===== config.mk =====
export PLATFORM = sky130hd
export DESIGN_NAME = rrat
export DESIGN_NICKNAME = d
export VERILOG_FILES = /design/src/rtl/rrat.sv
export SDC_FILE = /design/constraint.sdc
export NUM_CORES = 1
export LEC_CHECK = 0
export ABC_AREA = 0
export BUFFER_PORTS_ARGS = -buffer_cell sky130_fd_sc_hd__buf_2
export CAP_MARGIN = 20
export CORE_MARGIN = 8
export CORE_UTILIZATION = 40
export CTS_CLUSTER_SIZE = 12
export DETAILED_ROUTE_END_ITERATION = 7
export PLACE_DENSITY = 0.59
export SLEW_MARGIN = 10
export SYNTH_ARGS = -nofsm -noshare
export SYNTH_HDL_FRONTEND = slang
export SYNTH_SLANG_ARGS = --single-unit

===== constraint.sdc =====
create_clock -name clk -period 5.6 [get_ports clk]
set_clock_uncertainty 0.1 [all_clocks]
set_input_delay 0.56 -clock clk [delete_from_list [all_inputs] [get_ports clk]]
set_output_delay 0.56 -clock clk [all_outputs]
set_load 0.005 [all_outputs]

===== src/rtl/rrat.sv =====
// rrat: retirement RAT holding the committed arch-to-phys map, freeing displaced tags and counting retires
module rrat #(
  parameter int ARCH_REGS = 32,
  parameter int PHYS_BITS = 6,
  parameter int ARCH_BITS = 5
) (
  input  logic                           clk,
  input  logic                           rst,
  input  logic                           commit_valid,
  input  logic                           commit_regwrite,
  input  logic [ARCH_BITS-1:0]           commit_rd,
  input  logic [PHYS_BITS-1:0]           commit_pd,
  output logic                           flist_enqueue,
  output logic [PHYS_BITS-1:0]           flist_phys_reg,
  input  logic                           flush,
  output logic                           restore_valid,
  output logic [ARCH_REGS*PHYS_BITS-1:0] arch_map,
  output logic [63:0]                    instret
);
  localparam logic IDLE = 1'b0;
  localparam logic RESTORE = 1'b1;
  logic [PHYS_BITS-1:0] map_q [ARCH_REGS];
  logic state;
  logic qual;
  assign qual = commit_valid && commit_regwrite && commit_rd != '0;
  assign restore_valid = state == RESTORE;
  for (genvar g = 0; g < ARCH_REGS; g++) begin : g_map
    assign arch_map[g*PHYS_BITS +: PHYS_BITS] = map_q[g];
  end
  // a flush arriving while in RESTORE extends it by another cycle
  always_ff @(posedge clk) begin
    if (!rst) begin
      for (int i = 0; i < ARCH_REGS; i++) map_q[i] <= PHYS_BITS'(i);
      flist_enqueue <= 1'b0;
      flist_phys_reg <= '0;
      state <= IDLE;
      instret <= '0;
    end else begin
      if (qual) begin
        map_q[commit_rd] <= commit_pd;
        flist_phys_reg <= map_q[commit_rd];
      end
      flist_enqueue <= qual;
      state <= flush ? RESTORE : IDLE;
      instret <= instret + {63'd0, commit_valid};
    end
  end
endmodule


==> metrics <==
status complete, no violations; Worst-Skew Late Latency 550 ps; register share of total power around 51%; critical path class primary input to register; max reg flops 192; CTS Buf Count 30; clock slew seen by the registers of the worst setup and hold paths ~60 ps; Antenna Nets Post-Route 0; number of remaining DRC errors 0; PwrDens ~300 mW/mm^2; post-route setup slack around 2300 ps; flops & latches, synth between 200 and 300; routability cong. a little under 0.9; initial drt markers 832; starting density of the core 40.6%; Slew HR 24.4%; post-synthesis cell type count 46; dpl cell area 0.0138 mm^2; Clock Power Share 41.4%; die area roughly 0.036 mm^2; Worst Path Max Fanout 28; core area ~0.030 mm^2; HPWL after DPL 30,200 um; post-synthesis sequential area ratio 59.7%; Bufs and invs on worst path 2; Rows 63; Die W between 150 and 200 um; postcts setup bufs 0; hold_buf cts 0; Worst setup EP type register; iteration count of the initial detailed-routing pass 5; global-route wire length before repair slightly above 60,000 um; Setup Viol. Count Final 0; WL/cell 24.1 um; part of the cycle the worst path needs about three fifths; I/O pin total 280; Final Hold Violating Endpoints 0; Critical Path Max Stage Delay 810 ps; final WL 41,700 um; post-cts sizing count 0; remaining global-route overflow 0; Final TNS setup 0 ps; CP Cell Sequence buf_2 > or3_1 > nand3_1 > buf_4 > o21ai_0; Post-Synthesis Cells ~1,100; # clock sinks 264; Mapped Area between 0.01 and 0.015 mm^2; Pwr Total ~4.4 mW; RSZ-0062 raised after global routing no; Worst Hold Class primary input to register; CTS tree done; CP Data Required Time roughly 5700 ps; worst hold start flush; input/output buffers 279; Synth Area per Inst ~11 um^2; min Tclk post-route 3320 ps; Setup WS pre-CTS 1750 ps; layout cells sized above 1 between 20 and 30%; Synth-to-Final Area Change 21.7%; worst vdd ir ~0.00024 V; Slew @ Worst Pin between 1000 and 1500 ps; sw power between 1 and 1.5 mW; GRT Total Usage 22.3%; vias just under 10,000; crit path DAT approximately 3400 ps; MaxCap Viol Count 0; Ant. Diodes 0; CTS H-tree lvls 1; Net Sw Frac between 20% and 30%; slowest stage cell on the critical path nand3_1; Gate power share a little over 8%; largest net degree at the start of global routing 57; vias in the first global route roughly 9,600; internal power component roughly 3.4 mW; WHS 125 ps; vias per std cell 5.71; clock root buffer clkbuf_16; cell area after layout ~0.015 mm^2; CTS Buffer Depth 3; asr flop ratio synth 0%; initial antenna violation count 1; Most used DFF post-synth edfxtp_1; Die H around 190 um; Post-synth EDFFs 192; crit path launch commit_rd[3]; cell family with most CP delay simple AND/OR/NAND/NOR gates; Slew Limit Fails 0; CP Launch Type primary input; Final Net Count 1,331; leakage power between 5 and 6 nW; fmax 0.301 GHz; worst reg2reg path startpoint instret[13]; Yosys warning total 0
## worst register-to-register path: cells and delay by family, from the launching register on
family,cells,cell delay (ps)
and+or+nand+nor,4,2140
DFF,1,430
AOI/OAI and AO/OA,1,140
## stage by stage
step	utilization, %	instances
2_1_floorplan	-	1070
3_3_place_gp	46.4	1671
3_5_place_dp	46.4	1671
4_1_cts	49.5	1727
5_1_grt	49.5	1727
6_report	49.5	1727
## cells in the final DEF, fill, tap and decap left out, types with 5 or more instances in the layout
master | Yosys | layout
buf_2 | 10 | 278
edfxtp_1 | 192 | 192
nand2_1 | 95 | 95
nor3_1 | 79 | 77
nor2_1 | 75 | 75
dfxtp_1 | 72 | 72
mux2i_1 | 53 | 53
or3_1 | 49 | 49
nand3_1 | 48 | 48
o21ai_0 | 37 | 37
clkbuf_16 | 0 | 31
a21oi_1 | 29 | 29
nand4_1 | 23 | 23
o22ai_1 | 21 | 21
and3_1 | 20 | 20
mux4_2 | 20 | 20
and2_1 | 18 | 18
nor4_1 | 17 | 17
xor2_1 | 17 | 17
buf_4 | 0 | 16
xnor2_1 | 15 | 15
inv_1 | 13 | 12
o21ai_1 | 12 | 12
clkinv_1 | 0 | 10
a31oi_1 | 9 | 9
o31ai_1 | 7 | 7
a211oi_1 | 7 | 7
or4_1 | 7 | 7
clkinv_2 | 0 | 7
nor2b_1 | 6 | 6
clkbuf_1 | 67 | 6
conb_1 | 1 | 6
and4_1 | 5 | 5
## power by group through the flow
stage / registers [mW] / clock network, mW / logic [mW]
floorplan: 2.26 / 0 / 0.170
global placement: 2.28 / 0 / 0.354
global route: 2.25 / 1.94 / 0.383
detailed placement: 2.28 / 0 / 0.357
CTS: 2.24 / 1.86 / 0.359
finish: 2.24 / 1.83 / 0.357
## Yosys cell counts (3+ instances only)
cell type	number	share of area [%]
buf_1	6	0.19
inv_2	3	0.093
nor4_4	4	0.70
nor4_1	17	0.88
o21a_1	3	0.19
mux2i_1	53	4.4
a21oi_1	29	1.2
mux2_2	4	0.37
nor2b_1	6	0.31
buf_2	10	0.41
dfxtp_1	72	12
a31oi_1	9	0.47
o21ai_0	37	1.5
and4_1	5	0.36
or3_1	49	2.5
nand2_1	95	3.0
and2_1	18	0.93
and3_1	20	1.0
mux4_2	20	3.7
xor2_1	17	1.2
o21ai_1	12	0.50
xnor2_1	15	1.1
nand2b_1	4	0.21
nand3_1	48	2.0
a211oi_1	7	0.44
inv_1	13	0.40
nor2_1	75	2.3
or4_1	7	0.44
o22ai_1	21	1.1
clkbuf_1	67	2.1
nand4_2	3	0.31
edfxtp_1	192	48
nand4_1	23	1.2
nor3_1	79	3.3
o31ai_1	7	0.44
## path summary, 6_finish.rpt
kind / slack, ps / cells past startpoint / endpoint
max: 2280 / 5 / map_q[28][5]
min: 130 / 2 / restore_valid
max reg2reg: 2720 / 5 / instret[63]
min reg2reg: 390 / 2 / instret[63]
## cell type report
| cell class | count | area, um^2 |
|---|---|---|
| Clock buffer | 37 | 798 |
| Clock inverter | 19 | 115 |
| Fill cell | 2756 | 15000 |
| Inverter | 16 | 60.1 |
| Multi-Input combinational cell | 707 | 4520 |
| Sequential cell | 264 | 7210 |
| Tap cell | 390 | 488 |
| Timing Repair Buffer | 294 | 1510 |
## cells by family (layout without fill, tap and decap cells)
group           count (synthesis)  count (layout)  share of synthesized area [%]
simple gates                  456             456                           19.6
mux                            77              77                           8.49
fa+ha+maj                       2               2                          0.207
xor+xnor                       32              32                           2.32
buf+inv                        99             366                           3.18
other cells                     1               6                         0.0310
compound gates                134             134                           6.47
flops                         264             264                           59.7
## metal layers
layer  global-route usage (%)  routed length, um  vias up
met5                        0                 13        -
met4                     6.16               1080        2
met3                     5.66               4160       71
met2                     36.5              19700      533
met1                     28.9              16700     4771
li1                         -                  -     4480
(Power assumes the default switching activity.)
